### src/rtl/riscV_unrn_pkg.sv
// Shared RISC-V machine-mode definitions: CSR layouts, trap cause codes and
// the trap sequencer state encoding.
package riscV_unrn_pkg;

    localparam int XLEN = 32;

    typedef struct packed {
        logic [18:0] rsvd_31_13;
        logic [1:0]  mpp;
        logic [2:0]  rsvd_10_8;
        logic        mpie;
        logic [2:0]  rsvd_6_4;
        logic        mie;
        logic [2:0]  rsvd_2_0;
    } mstatus_csr_t;

    typedef struct packed {
        logic [19:0] rsvd_31_12;
        logic        meip;
        logic [2:0]  rsvd_10_8;
        logic        mtip;
        logic [6:0]  rsvd_6_0;
    } mip_csr_t;

    typedef struct packed {
        logic [19:0] rsvd_31_12;
        logic        meie;
        logic [2:0]  rsvd_10_8;
        logic        mtie;
        logic [6:0]  rsvd_6_0;
    } mie_csr_t;

    localparam logic [XLEN-1:0] SUPPORTED_INTERRUPTS_MASK = 32'h0000_0880;

    localparam logic [XLEN-1:0] CAUSE_ILLEGAL_INSN = 32'd2;
    localparam logic [XLEN-1:0] CAUSE_BREAKPOINT   = 32'd3;
    localparam logic [XLEN-1:0] CAUSE_ECALL_M      = 32'd11;
    localparam logic [XLEN-1:0] CAUSE_M_EXT_INT    = 32'h8000_000B;
    localparam logic [XLEN-1:0] CAUSE_M_TIMER_INT  = 32'h8000_0007;

    typedef enum logic [2:0] {
        IDLE     = 3'd0,
        FLUSH    = 3'd1,
        COMMIT   = 3'd2,
        REDIRECT = 3'd3,
        MRET     = 3'd4
    } trap_state_t;

endpackage

### src/rtl/trap_ctrl_if.sv
// Flush / CSR-commit / redirect port between trap_ctrl (master) and the
// pipeline plus CSR file (slave).
interface trap_ctrl_if;
    import riscV_unrn_pkg::*;

    // flush_req_o is a level held until flush_ack_i is sampled high; csr_we_o
    // and redirect_valid_o are single-cycle strobes qualifying their data.
    logic            flush_req_o;
    logic            flush_ack_i;
    logic            csr_we_o;
    logic [XLEN-1:0] mepc_o;
    logic [XLEN-1:0] mcause_o;
    logic [XLEN-1:0] mtval_o;
    logic [XLEN-1:0] mstatus_o;
    logic            redirect_valid_o;
    logic [XLEN-1:0] redirect_pc_o;

    modport master (
        output flush_req_o, csr_we_o, mepc_o, mcause_o, mtval_o, mstatus_o,
               redirect_valid_o, redirect_pc_o,
        input  flush_ack_i
    );

    modport slave (
        input  flush_req_o, csr_we_o, mepc_o, mcause_o, mtval_o, mstatus_o,
               redirect_valid_o, redirect_pc_o,
        output flush_ack_i
    );
endinterface

### src/rtl/irq_sync.sv
// Two-flop synchronizer for a level signal crossing into the clk domain.
module irq_sync (
    input  logic clk,
    input  logic rst_n,
    input  logic i_async,
    output logic o_sync
);
    logic r_meta;
    logic r_sync;

    always_ff @(posedge clk or negedge rst_n) begin
        if (!rst_n) begin
            r_meta <= 1'b0;
            r_sync <= 1'b0;
        end else begin
            r_meta <= i_async;
            r_sync <= r_meta;
        end
    end

    assign o_sync = r_sync;
endmodule

### src/rtl/trap_ctrl.sv
// Machine-mode trap sequencer: flush, CSR commit and fetch redirect for
// exceptions, interrupts and MRET. Optional macro VECTORED_INT_EN.
module trap_ctrl
    import riscV_unrn_pkg::*;
(
    input  logic            clk,
    input  logic            rst_n,
    input  logic            ext_irq_i,
    input  logic            timer_irq_i,
    input  logic            exc_valid_i,
    input  logic [XLEN-1:0] exc_cause_i,
    input  logic [XLEN-1:0] exc_pc_i,
    input  logic [XLEN-1:0] exc_tval_i,
    input  logic            mret_i,
    input  logic            boundary_i,
    input  logic [XLEN-1:0] next_pc_i,
    input  logic [XLEN-1:0] mstatus_i,
    input  logic [XLEN-1:0] mie_i,
    input  logic [XLEN-1:0] mtvec_i,
    input  logic [XLEN-1:0] mepc_i,
    output logic [XLEN-1:0] mip_o,
    output logic            busy_o,
    output trap_state_t     state_o,
    trap_ctrl_if.master     bus
);
    trap_state_t     r_state, w_state_nx;
    logic            w_meip;
    mip_csr_t        w_mip;
    mstatus_csr_t    w_ms_in, w_ms_trap, w_ms_mret;
    logic [XLEN-1:0] w_irq_bits;
    logic            w_irq_pending;
    logic            w_take_irq;
    logic [XLEN-1:0] w_trap_target;
    logic [XLEN-1:0] r_cause, r_epc, r_tval;
    logic [XLEN-1:0] r_mepc, r_mcause, r_mtval, r_mstatus, r_redirect_pc;
    logic            w_unused;

    irq_sync u_ext_sync (
        .clk     (clk),
        .rst_n   (rst_n),
        .i_async (ext_irq_i),
        .o_sync  (w_meip)
    );

    always_comb begin
        w_mip      = '0;
        w_mip.meip = w_meip;
        w_mip.mtip = timer_irq_i;
    end
    assign mip_o = w_mip;

    always_comb begin
        w_ms_in        = mstatus_csr_t'(mstatus_i);
        w_ms_trap      = w_ms_in;
        w_ms_trap.mpie = w_ms_in.mie;
        w_ms_trap.mie  = 1'b0;
        w_ms_trap.mpp  = 2'b11;
        w_ms_mret      = w_ms_in;
        w_ms_mret.mie  = w_ms_in.mpie;
        w_ms_mret.mpie = 1'b1;
        w_ms_mret.mpp  = 2'b11;
    end

    assign w_irq_bits    = mip_o & mie_i & SUPPORTED_INTERRUPTS_MASK;
    assign w_irq_pending = (w_irq_bits != '0) && w_ms_in.mie;
    assign w_take_irq    = w_irq_pending && boundary_i;

`ifdef VECTORED_INT_EN
    // Only interrupts are vectored; exceptions land on the base address.
    always_comb begin
        w_trap_target = {mtvec_i[XLEN-1:2], 2'b00};
        if (mtvec_i[1:0] == 2'b01 && r_cause[XLEN-1])
            w_trap_target = w_trap_target + {25'b0, r_cause[4:0], 2'b00};
    end
    assign w_unused = ^{r_epc[1:0]};
`else
    assign w_trap_target = {mtvec_i[XLEN-1:2], 2'b00};
    assign w_unused      = ^{r_epc[1:0], mtvec_i[1:0]};
`endif

    always_ff @(posedge clk or negedge rst_n) begin
        if (!rst_n) r_state <= IDLE;
        else        r_state <= w_state_nx;
    end

    always_comb begin
        w_state_nx = r_state;
        case (r_state)
            IDLE: begin
                if (exc_valid_i)     w_state_nx = FLUSH;
                else if (mret_i)     w_state_nx = MRET;
                else if (w_take_irq) w_state_nx = FLUSH;
            end
            FLUSH:    if (bus.flush_ack_i) w_state_nx = COMMIT;
            COMMIT:   w_state_nx = REDIRECT;
            REDIRECT: w_state_nx = IDLE;
            MRET:     w_state_nx = IDLE;
            default:  w_state_nx = IDLE;
        endcase
    end

    // Trap record is captured on entry; CSR data is staged while the flush
    // completes so the commit cycle drives only registered values.
    always_ff @(posedge clk or negedge rst_n) begin
        if (!rst_n) begin
            r_cause       <= '0;
            r_epc         <= '0;
            r_tval        <= '0;
            r_mepc        <= '0;
            r_mcause      <= '0;
            r_mtval       <= '0;
            r_mstatus     <= '0;
            r_redirect_pc <= '0;
        end else begin
            case (r_state)
                IDLE: begin
                    if (exc_valid_i) begin
                        r_cause <= exc_cause_i;
                        r_epc   <= exc_pc_i;
                        r_tval  <= exc_tval_i;
                    end else if (mret_i) begin
                        r_mstatus     <= w_ms_mret;
                        r_redirect_pc <= mepc_i;
                    end else if (w_take_irq) begin
                        r_cause <= w_irq_bits[11] ? CAUSE_M_EXT_INT : CAUSE_M_TIMER_INT;
                        r_epc   <= next_pc_i;
                        r_tval  <= '0;
                    end
                end
                FLUSH: begin
                    if (bus.flush_ack_i) begin
                        r_mepc    <= {r_epc[XLEN-1:2], 2'b00};
                        r_mcause  <= r_cause;
                        r_mtval   <= r_tval;
                        r_mstatus <= w_ms_trap;
                    end
                end
                COMMIT:  r_redirect_pc <= w_trap_target;
                default: ;
            endcase
        end
    end

    assign busy_o               = (r_state != IDLE);
    assign state_o              = r_state;
    assign bus.flush_req_o      = (r_state == FLUSH);
    assign bus.csr_we_o         = (r_state == COMMIT) || (r_state == MRET);
    assign bus.redirect_valid_o = (r_state == REDIRECT) || (r_state == MRET);
    assign bus.mepc_o           = r_mepc;
    assign bus.mcause_o         = r_mcause;
    assign bus.mtval_o          = r_mtval;
    assign bus.mstatus_o        = r_mstatus;
    assign bus.redirect_pc_o    = r_redirect_pc;
endmodule

### src/flat_wrapper.sv
// flat-port wrapper written by rule: the top's interface ports become plain ports
module trap_ctrl_flat import riscV_unrn_pkg::*;
  (clk, rst_n, ext_irq_i, timer_irq_i, exc_valid_i, exc_cause_i, exc_pc_i, exc_tval_i, mret_i, boundary_i, next_pc_i, mstatus_i, mie_i, mtvec_i, mepc_i, mip_o, busy_o, state_o, bus_flush_req_o, bus_csr_we_o, bus_mepc_o, bus_mcause_o, bus_mtval_o, bus_mstatus_o, bus_redirect_valid_o, bus_redirect_pc_o, bus_flush_ack_i);
  trap_ctrl_if bus_i ();
  input  logic clk;
  input  logic rst_n;
  input  logic ext_irq_i;
  input  logic timer_irq_i;
  input  logic exc_valid_i;
  input  logic [XLEN-1:0] exc_cause_i;
  input  logic [XLEN-1:0] exc_pc_i;
  input  logic [XLEN-1:0] exc_tval_i;
  input  logic mret_i;
  input  logic boundary_i;
  input  logic [XLEN-1:0] next_pc_i;
  input  logic [XLEN-1:0] mstatus_i;
  input  logic [XLEN-1:0] mie_i;
  input  logic [XLEN-1:0] mtvec_i;
  input  logic [XLEN-1:0] mepc_i;
  output logic [XLEN-1:0] mip_o;
  output logic busy_o;
  output trap_state_t state_o;
  output wire logic [$bits(bus_i.flush_req_o)-1:0] bus_flush_req_o;
  output wire logic [$bits(bus_i.csr_we_o)-1:0] bus_csr_we_o;
  output wire logic [$bits(bus_i.mepc_o)-1:0] bus_mepc_o;
  output wire logic [$bits(bus_i.mcause_o)-1:0] bus_mcause_o;
  output wire logic [$bits(bus_i.mtval_o)-1:0] bus_mtval_o;
  output wire logic [$bits(bus_i.mstatus_o)-1:0] bus_mstatus_o;
  output wire logic [$bits(bus_i.redirect_valid_o)-1:0] bus_redirect_valid_o;
  output wire logic [$bits(bus_i.redirect_pc_o)-1:0] bus_redirect_pc_o;
  input wire logic [$bits(bus_i.flush_ack_i)-1:0] bus_flush_ack_i;
  assign bus_flush_req_o = bus_i.flush_req_o;
  assign bus_csr_we_o = bus_i.csr_we_o;
  assign bus_mepc_o = bus_i.mepc_o;
  assign bus_mcause_o = bus_i.mcause_o;
  assign bus_mtval_o = bus_i.mtval_o;
  assign bus_mstatus_o = bus_i.mstatus_o;
  assign bus_redirect_valid_o = bus_i.redirect_valid_o;
  assign bus_redirect_pc_o = bus_i.redirect_pc_o;
  assign bus_i.flush_ack_i = bus_flush_ack_i;
  trap_ctrl u_core (.clk(clk), .rst_n(rst_n), .ext_irq_i(ext_irq_i), .timer_irq_i(timer_irq_i), .exc_valid_i(exc_valid_i), .exc_cause_i(exc_cause_i), .exc_pc_i(exc_pc_i), .exc_tval_i(exc_tval_i), .mret_i(mret_i), .boundary_i(boundary_i), .next_pc_i(next_pc_i), .mstatus_i(mstatus_i), .mie_i(mie_i), .mtvec_i(mtvec_i), .mepc_i(mepc_i), .mip_o(mip_o), .busy_o(busy_o), .state_o(state_o), .bus(bus_i));
endmodule
### config.mk
export PLATFORM = sky130hd
export DESIGN_NAME = trap_ctrl_flat
export DESIGN_NICKNAME = d
export VERILOG_FILES = /design/src/rtl/riscV_unrn_pkg.sv /design/src/rtl/trap_ctrl_if.sv /design/src/rtl/irq_sync.sv /design/src/rtl/trap_ctrl.sv /design/src/flat_wrapper.sv
export SDC_FILE = /design/constraint.sdc
export NUM_CORES = 1
export LEC_CHECK = 0
export CAP_MARGIN = 10
export CORE_AREA = 2 2 182 184
export CTS_BUF_LIST = sky130_fd_sc_hd__clkbuf_4 sky130_fd_sc_hd__clkbuf_8 sky130_fd_sc_hd__clkbuf_16
export CTS_CLUSTER_DIAMETER = 60
export CTS_CLUSTER_SIZE = 8
export DETAILED_ROUTE_END_ITERATION = 10
export DIE_AREA = 0 0 184 186
export PLACE_DENSITY = 0.7
export SLEW_MARGIN = 15
export SYNTH_ARGS = -nofsm -noshare
export SYNTH_HDL_FRONTEND = slang
export SYNTH_SLANG_ARGS = --single-unit
### constraint.sdc
create_clock -name clk -period 2.4 [get_ports clk]
set_clock_uncertainty 0.1 [all_clocks]
set_input_delay 0.24 -clock clk [delete_from_list [all_inputs] [get_ports clk]]
set_output_delay 0.24 -clock clk [all_outputs]
set_load 0.01 [all_outputs]
==> results of run 1 <==
[cells in the final DEF, fill, tap and decap left out, types with 2 or more instances in the layout]
master	n
inv_1	36
mux2i_1	31
clkinv_2	2
nor2_1	3
buf_12	12
mux2_2	95
buf_4	12
nor3_4	2
dfrtp_1	256
clkbuf_4	3
o21ai_0	30
a21oi_1	64
a31o_2	31
mux2_4	20
conb_1	32
nand2_1	34
clkdlybuf4s50_1	390
nand3_1	2
o22ai_1	31
inv_6	2
and2_1	2
clkbuf_16	41
mux2_1	7
o22a_1	3
a22o_1	62
nand2b_1	2
[cells in the mapped netlist (11+ instances only)]
master,n
a21oi_1,64
nand2_1,34
clkbuf_1,23
mux2i_1,31
inv_1,36
mux2_4,20
buf_4,42
a31o_2,31
o22ai_1,31
buf_2,22
buf_6,11
o21ai_0,30
mux2_2,95
a22o_1,62
dfrtp_1,256
[cell type report]
class | instances | share of cell area (%)
clock buffer | 44 | 6.47
clock inverter | 7 | 0.455
inverter | 36 | 0.833
multi-input combinational | 471 | 23.2
sequential | 256 | 39.5
tap | 408 | 3.15
timing repair buffer | 417 | 26.3
[registers in the layout, summed over array words and instances (netlist names), 3 cells and up]
signal                    cells
u_core.r_tval                32
u_core.bus.mstatus_o         31
u_core.r_epc                 30
u_core.r_cause               32
u_core.bus.mtval_o           32
u_core.bus.redirect_pc_o     32
u_core.state_o                3
u_core.bus.mepc_o            30
u_core.bus.mcause_o          32
[worst paths after layout]
path / to / start / cells past startpoint / slack [ns]
setup / recovery: bus_flush_req_o / u_core.state_o[2] / 4 / 0.09
hold / removal: u_core.u_ext_sync.r_meta / ext_irq_i / 1 / 0.07
setup reg to reg: u_core.r_cause[31] / u_core.state_o[0] / 5 / 0.31
hold reg to reg: u_core.u_ext_sync.o_sync / u_core.u_ext_sync.r_meta / 0 / 0.26
max in group asynchronous: u_core.r_epc[20] / rst_n / 3 / 1.23
min in group asynchronous: u_core.bus.mstatus_o[21] / rst_n / 2 / 0.20
[critical path: cells and delay by family, from the launching register on]
| family | cells | cell delay [ns] |
|---|---|---|
| flops | 1 | 0.45 |
| buf+inv | 2 | 0.68 |
| simple gates | 2 | 0.33 |
[routing by layer]
layer  vias up  GRT usage [%]  wire length, µm
li1       3693              -                -
met1      3982           22.3            12900
met2       310           29.6            14900
met3        59           5.69             2510
met4         2           5.47              728
met5         -              0               13
[power by group through the flow]
stage / Clock [mW] / Combinational, mW / Sequential, mW
floorplan: 0 / 4.13 / 7.98
global placement: 0 / 8.66 / 7.54
detailed placement: 0 / 8.79 / 7.64
CTS: 5.20 / 8.85 / 7.62
global route: 5.41 / 9.41 / 7.86
finish: 5.04 / 8.70 / 7.60
[timing repair]
action	CTS	global route
gates cloned	0	0
gates resized for setup	2	1
hold endpoints to repair	72	0
hold buffers	1	0
setup buffers	0	0
endpoints found under the setup margin	1	1
[kinds of logic after synthesis]
family | count (synthesis) | share of synthesized area (%)
other | 1 | 0.0347
xor gates and xnor gates | 1 | 0.0811
AOI/OAI and AO/OA | 231 | 14.6
muxes | 153 | 16.3
buffers and inverters | 134 | 7.14
and+or+nand+nor | 54 | 2.50
DFF | 256 | 59.3
[per-stage QoR]
stage          area, µm²  std cells
3_3_place_gp       15100       1587
5_1_grt            16200       1639
3_5_place_dp       15100       1587
6_report           16200       1639
4_1_cts            16200       1639
2_1_floorplan      10900        861
==> impl_metrics.yaml, run 1 <==
min_path:
  hold_class: "primary input to flip-flop"
clock_tree:
  cts_buffer_depth: 3
  cts_made_buffers: 40
  root_buffer: "clkbuf_16"
  clock_sinks: 256
  clk_latency_ns: 0.51
  clk_pin_slew_ns: 0.05
  cts_max_level: 2
  tritoncts: "yes"
timing:
  final-setup-viol-count: 0
  period_minus_slack_ns: 2.31
  grt_setup_unrepaired: "false"
  timing.fmax_mhz: 432
  hold_slack_ns: 0.0748
  maxSlewHeadroom_pct: 57.9
  layout_worst_path_cycle_share_pct: 96.4
  worst_slack_ns: 0.0858
  slew_violations: 0
  worstMarginPinSlew_ns: 0.632
  final_hold_viol_count: 0
  tns_ns: 0
synth:
  ys_ff_latch: 256
  synth_seq_area_share_pct: 59.3
  synth-edff-count: 0
  async_flop_share_pct: 100
  synthFlopType: "dfrtp_1"
  netlist.area_leader.share_pct: 59.3
  synth.area.top_cells: "dfrtp_1, mux2_2, a22o_1, a21oi_1, buf_4"
  synth_area_per_cell_um2: 13.0
  yosysTopAreaCell: "dfrtp_1"
  synth_warnings: 0
  syn_inst: 830
  syn_area_um2: 10800
  ys_types: 39
layout:
  num-fill-cells: 2802
  final_nets: 1486
  layout-drive-gt1-share_pct: 18.9
  antenna_cells: 0
  multiInputGateArea_um2: 3770
  syn2layout_area_growth_pct: 50.1
  seqCellArea_um2: 6410
  final_util_pct: 50.3
pwr:
  pwr-share-clk_pct: 23.6
  p_seq_share_pct: 35.6
  p_int_mw: 14.7
  p_leak_nw: 7.11
  switching_share_pct: 31.2
  vdd_drop_max_v: 0.000524
  p_sw_mw: 6.66
  total_power_mw: 21.3
  comb_power_share_pct: 40.8
  cellPowerDensity_nw_per_um2: 1320
floorplanning:
  io_pins: 463
  rows: 66
  start_util_pct: 33.5
  die_area_um2: 34200
  die-width_um: 184
  die_h_um: 186
  core-area_um2: 32200
global_route:
  grt_max_degree: 78
  grtUsageTotal_pct: 17.8
  grt_first_pass_wirelength_um: 47500
  grt-ovfl-total: 0
  grt_pass1_vias: 8453
  antenna_found_initial: 1
drt:
  drt_pass1_iterations: 4
  avgViaCountPerCell: 4.91
  vias: 8046
  wirelength_um: 31000
  post-route-drc-count: 0
  first_iter_violations: 292
  postRouteAntennaNets: 0
  routedWlPerCell_um: 18.9
placed_design:
  hpwl_um: 21200
  globalplace.congestion: 0.804
  io_buffers: 392
  dpl_worst_slack_ns: 0.108
worst_setup_path:
  start_kind: "flip-flop"
  worstPathArrival_ns: 1.97
  worstSetupPathType: "flip-flop to output port"
  cp-end-kind: "output port"
  worst_path_max_delay_cell: "clkdlybuf4s50_1"
  critical_path.max_stage_delay_ns: 0.55
  cp_max_fo: 8
  path_cells: "nand2b_4 > nor2_2 > buf_4 > clkdlybuf4s50_1"
  crit_required_ns: 2.06
flow_run:
  drv_cap: 0
status:
  status: "complete, no violations"
No activity file was read; power rests on OpenSTA's default activity.
==> run 2, diff against run 1 <==
- REMOVE_ABC_BUFFERS: not set -> 1
- clock period: 2.4 -> 2.35 ns (I/O delays scaled with it)
==> run 2 against run 1 <==
Net effect:
- register-to-register slack gained 0.02 ns
- design area fell by 0.54%
- setup slack better by 0.014 ns
- combinational power increased by 2%
- global-route usage shrank 0.60 points
- non-clock buffer count up 2
- utilization fell by 0.27 points
- cell count decreased by 0.24%
- largest power group unchanged
- highest routed layer is now met4
==> impl_metrics.yaml, run 2 (synthesized netlist as in run 1, its figures left out) <==
layout:
  final_cell_area_um2: 16100
  final_nets: 1486
  layout_commonest_cell: "clkdlybuf4s50_1"
  antenna_cells: 0
  final_util_pct: 50.1
  syn2layout_area_growth_pct: 49.3
  layout-drive-gt1-share_pct: 18.7
  final_cell_mix: "clkdlybuf4s50_1, dfrtp_1, mux2_2"
pwr:
  switching_share_pct: 31.2
  p_seq_share_pct: 36.0
  pwr-share-clk_pct: 22.7
  p_leak_nw: 7.06
  comb_power_share_pct: 41.3
  cellPowerDensity_nw_per_um2: 1330
  p_sw_mw: 6.70
  p_int_mw: 14.8
  vdd_drop_max_v: 0.000678
floorplanning:
  start_util_pct: 33.5
  rows: 66
  core-area_um2: 32200
  die_area_um2: 34200
  die_h_um: 186
  die-width_um: 184
  io_pins: 463
placed_design:
  io_buffers: 392
  place_area_um2: 15100
  globalplace.congestion: 0.802
  hpwl_um: 20700
  dpl_worst_slack_ns: 0.173
drt:
  postRouteAntennaNets: 0
  highest_layer: "met4"
  met1_length_um: 12900
  wirelength_um: 30200
  wl_met3_um: 2640
  post-route-drc-count: 0
  avgViaCountPerCell: 4.92
  routedWlPerCell_um: 18.5
  route.met2.wl_um: 14100
  vias: 8043
  drt_pass1_iterations: 4
  first_iter_violations: 279
worst_setup_path:
  path_cells: "nand2b_2 > nor2_1 > clkdlybuf4s50_1"
  cp_max_fo: 8
  crit_family: "buffers and inverters"
  crit_required_ns: 2.02
  reg2reg_from: "u_core.state_o[2]"
  cp.depth: 3
  reg2reg_setup_slack_ns: 0.33
  worst_path_max_delay_cell: "clkdlybuf4s50_1"
  path_buf_inv: 1
  cp-end-kind: "output port"
  r2r_end: "u_core.r_cause[31]"
  worstPathArrival_ns: 1.92
  worstSetupPathType: "flip-flop to output port"
  start_kind: "flip-flop"
  worst-r2r-cell-count: 5
  critical_path.max_stage_delay_ns: 0.58
min_path:
  hold_start: "ext_irq_i"
  hold_path_end: "u_core.u_ext_sync.r_meta"
  holdPathStages: 1
  hold_class: "primary input to flip-flop"
timing:
  worstMarginPinSlew_ns: 0.522
  tns_ns: 0
  final_hold_viol_count: 0
  final-setup-viol-count: 0
  grt_setup_unrepaired: "false"
  period_minus_slack_ns: 2.25
  worst_slack_ns: 0.0997
  hold_slack_ns: 0.0789
  layout_worst_path_cycle_share_pct: 95.8
  slew_violations: 0
  maxSlewHeadroom_pct: 65.2
  timing.fmax_mhz: 444
global_route:
  antenna_found_initial: 0
  grt_pass1_vias: 8406
  grt_first_pass_wirelength_um: 46800
  grt-ovfl-total: 0
  grt_max_degree: 66
  grtUsageTotal_pct: 17.2
clock_tree:
  clk_pin_slew_ns: 0.05
  root_buffer: "clkbuf_16"
  cts_made_buffers: 38
  cts_max_level: 2
  clk_latency_ns: 0.50
  cts_buffer_depth: 3
  tritoncts: "yes"
  clock_sinks: 256
status:
  status: "complete, no violations"
flow_run:
  drv_cap: 0
==> run 2: changes by cell type in the layout (fill, tap and decap cells not counted), sizes merged <==
| cell | change |
|---|---|
| buf | +2 |
| clkbuf | -3 |
| clkinv | -2 |
| clkinvlp | -1 |
==> run 2: per-layer routing <==
metal	global-route usage [%]	vias up
li1	-	3678
met4	4.70	0
met1	22.2	4011
met5	0	-
met3	5.54	49
met2	27.9	305
==> run 2: layout make-up <==
class | instances | area [µm²]
Fill cell | 2776 | 16100
Sequential cell | 256 | 6410
Timing Repair Buffer | 419 | 4260
Multi-Input combinational cell | 471 | 3770
Clock buffer | 41 | 980
Tap cell | 408 | 510
Inverter | 36 | 135
Clock inverter | 4 | 63.8
==> run 2: timing repair <==
item | in CTS | in global routing
hold endpoints to repair | 62 | 0
hold buffers | 1 | 0
setup endpoints to repair | 0 | 2
setup buffers | 0 | 0
gates resized for setup | 0 | 3
==> run 2: how the worst max path moves through the flow <==
stage / startpoint / endpoint / slack (ns)
floorplan: u_core.state_o[2] / u_core.bus.mcause_o[0] / -1.44
global placement: timer_irq_i / u_core.r_epc[30] / 0.21
detailed placement: timer_irq_i / u_core.r_epc[27] / 0.17
CTS: u_core.state_o[0] / bus_redirect_valid_o / 0.01
global route: u_core.state_o[2] / bus_flush_req_o / 0.01
finish: u_core.state_o[2] / bus_flush_req_o / 0.1
==> run 2: power by group through the flow <==
stage / Sequential (mW) / Combinational, mW / Clock, mW
floorplan: 8.18 / 3.88 / 0
global placement: 7.66 / 8.80 / 0
detailed placement: 7.77 / 8.94 / 0
CTS: 7.73 / 8.99 / 5.02
global route: 8.00 / 9.55 / 5.21
finish: 7.74 / 8.87 / 4.87
==> run 2: metrics by stage <==
stage                     std cells  power [mW]
after floorplan                 763        12.1
after global placement         1589        16.5
after detailed placement       1589        16.7
after CTS                      1635        21.7
after global routing           1635        22.8
final                          1635        21.5
==> run 3, diff against run 2 <==
==> constraint.sdc (replaced) <==
create_clock -name clk -period 2.35 [get_ports clk]
set_clock_uncertainty 0.1 [all_clocks]
set_input_delay 0.5875 -clock clk [delete_from_list [all_inputs] [get_ports clk]]
set_output_delay 0.5875 -clock clk [all_outputs]
set_load 0.01 [all_outputs]
==> run 3 against run 2 <==
Net effect:
- count of clock-buffer cells in the layout fell by 2
- register-to-register slack about the same
- via count is 1.5% higher
- critical path depth unchanged
- design area grew 1.2%
- die area unchanged
- critical path type unchanged
- largest power group unchanged
==> impl_metrics.yaml, run 3 (synthesized netlist as in run 1, its figures left out) <==
status:
  status: "complete, no violations"
layout:
  antenna_cells: 0
  layout_commonest_cell: "clkdlybuf4s50_1"
  final_nets: 1503
  num-fill-cells: 2777
  final_cell_mix: "clkdlybuf4s50_1, dfrtp_1, mux2_2"
  syn2layout_area_growth_pct: 51.2
  seqCellArea_um2: 6410
  final_util_pct: 50.7
  multiInputGateArea_um2: 3770
  layout-drive-gt1-share_pct: 20.0
pwr:
  cellPowerDensity_nw_per_um2: 1330
  vdd_drop_max_v: 0.000778
  p_leak_nw: 7.16
global_route:
  grt_max_degree: 79
  grt-ovfl-total: 0
  antenna_found_initial: 0
  grt_first_pass_wirelength_um: 47500
  grt_pass1_vias: 8611
  grtUsageTotal_pct: 17.6
floorplanning:
  die_h_um: 186
  io_pins: 463
  die-width_um: 184
  die_area_um2: 34200
  rows: 66
  core-area_um2: 32200
  start_util_pct: 33.5
clock_tree:
  clk_latency_ns: 0.51
  tritoncts: "yes"
  clock_sinks: 256
  root_buffer: "clkbuf_16"
  cts_buffer_depth: 3
  cts_made_buffers: 38
  clk_pin_slew_ns: 0.05
  cts_max_level: 2
drt:
  post-route-drc-count: 0
  first_iter_violations: 324
  postRouteAntennaNets: 0
  wirelength_um: 31000
  vias: 8160
  routedWlPerCell_um: 18.8
  avgViaCountPerCell: 4.95
  drt_pass1_iterations: 5
worst_setup_path:
  worstPathArrival_ns: 1.60
  worst_path_max_delay_cell: "dfrtp_2"
  start_kind: "flip-flop"
  cp_max_fo: 8
  cp-end-kind: "output port"
  crit_required_ns: 1.66
  worstSetupPathType: "flip-flop to output port"
  critical_path.max_stage_delay_ns: 0.45
  path_cells: "nand2b_2 > nor2_2 > clkdlybuf4s15_1"
timing:
  slew_violations: 0
  layout_worst_path_cycle_share_pct: 97.2
  timing.fmax_mhz: 438
  period_minus_slack_ns: 2.28
  final_hold_viol_count: 0
  final-setup-viol-count: 0
  hold_slack_ns: 0.275
placed_design:
  globalplace.congestion: 0.806
  hpwl_um: 21700
  io_buffers: 392
flow_run:
  drv_cap: 0
min_path:
  hold_class: "flip-flop to flip-flop"
[run 3: report_power, final]
| part | total, mW | switching [mW] | internal, mW |
|---|---|---|---|
| registers | 7.76 | 1.22 | 6.55 |
| clock network | 4.75 | 1.86 | 2.89 |
| logic | 9.12 | 3.71 | 5.41 |
[run 3: metal layers]
metal  vias to the layer above  GRT usage [%]  part of all wire (%)
li1                       3721              -                     -
met1                      4063           22.0                    41
met2                       318           29.3                    48
met3                        58           5.67                   8.7
met4                         0           4.96                   2.3
met5                         -              0                     0
[run 3: area by class of cell]
type | count | share of cell area [%]
clock buffers | 39 | 5.91
clock inverters | 4 | 0.261
inverters | 36 | 0.828
multi-input cells | 471 | 23.1
flip-flops and latches | 256 | 39.3
well taps | 408 | 3.13
repair buffers | 436 | 27.5
[run 3: worst max-delay path, delay by kind of cell, from the launching register on]
| family | cells | cell delay [ns] |
|---|---|---|
| AND/OR/NAND/NOR | 2 | 0.37 |
| flip-flops | 1 | 0.45 |
| buffers and inverters | 1 | 0.27 |
[run 3: through the flow]
stage	setup TNS (ns)	instance area, µm²	worst slack, ns	std cells	power, mW
after floorplan	-233.05	10300	-1.44	763	12.1
after global placement	-2.02	15300	-0.0621	1606	16.8
after detailed placement	-3.39	15300	-0.0817	1606	17.0
after CTS	0	16300	0.0129	1650	21.9
after global routing	-0.0143	16300	-0.0143	1650	22.9
final	0	16300	0.0662	1650	21.6
[run 3: worst paths after layout]
check                                          from                            to  slack, ns  cells after the start
setup / recovery                  u_core.state_o[2]               bus_flush_req_o       0.07                      3
hold / removal             u_core.u_ext_sync.r_meta      u_core.u_ext_sync.o_sync       0.28                      0
setup reg to reg                  u_core.state_o[0]              u_core.r_epc[27]       0.34                      6
hold reg to reg            u_core.u_ext_sync.r_meta      u_core.u_ext_sync.o_sync       0.28                      0
max in group asynchronous                     rst_n  u_core.bus.redirect_pc_o[27]       1.05                      3
min in group asynchronous                     rst_n        u_core.bus.mcause_o[3]       0.42                      2
[run 3: timing repair]
action | CTS | global route
hold endpoints to repair | 17 | 0
setup buffers | 0 | 0
pin swaps | 0 | 0
gates resized for setup | 10 | 5
endpoints found under the setup margin | 5 | 2
hold buffers | 1 | 0
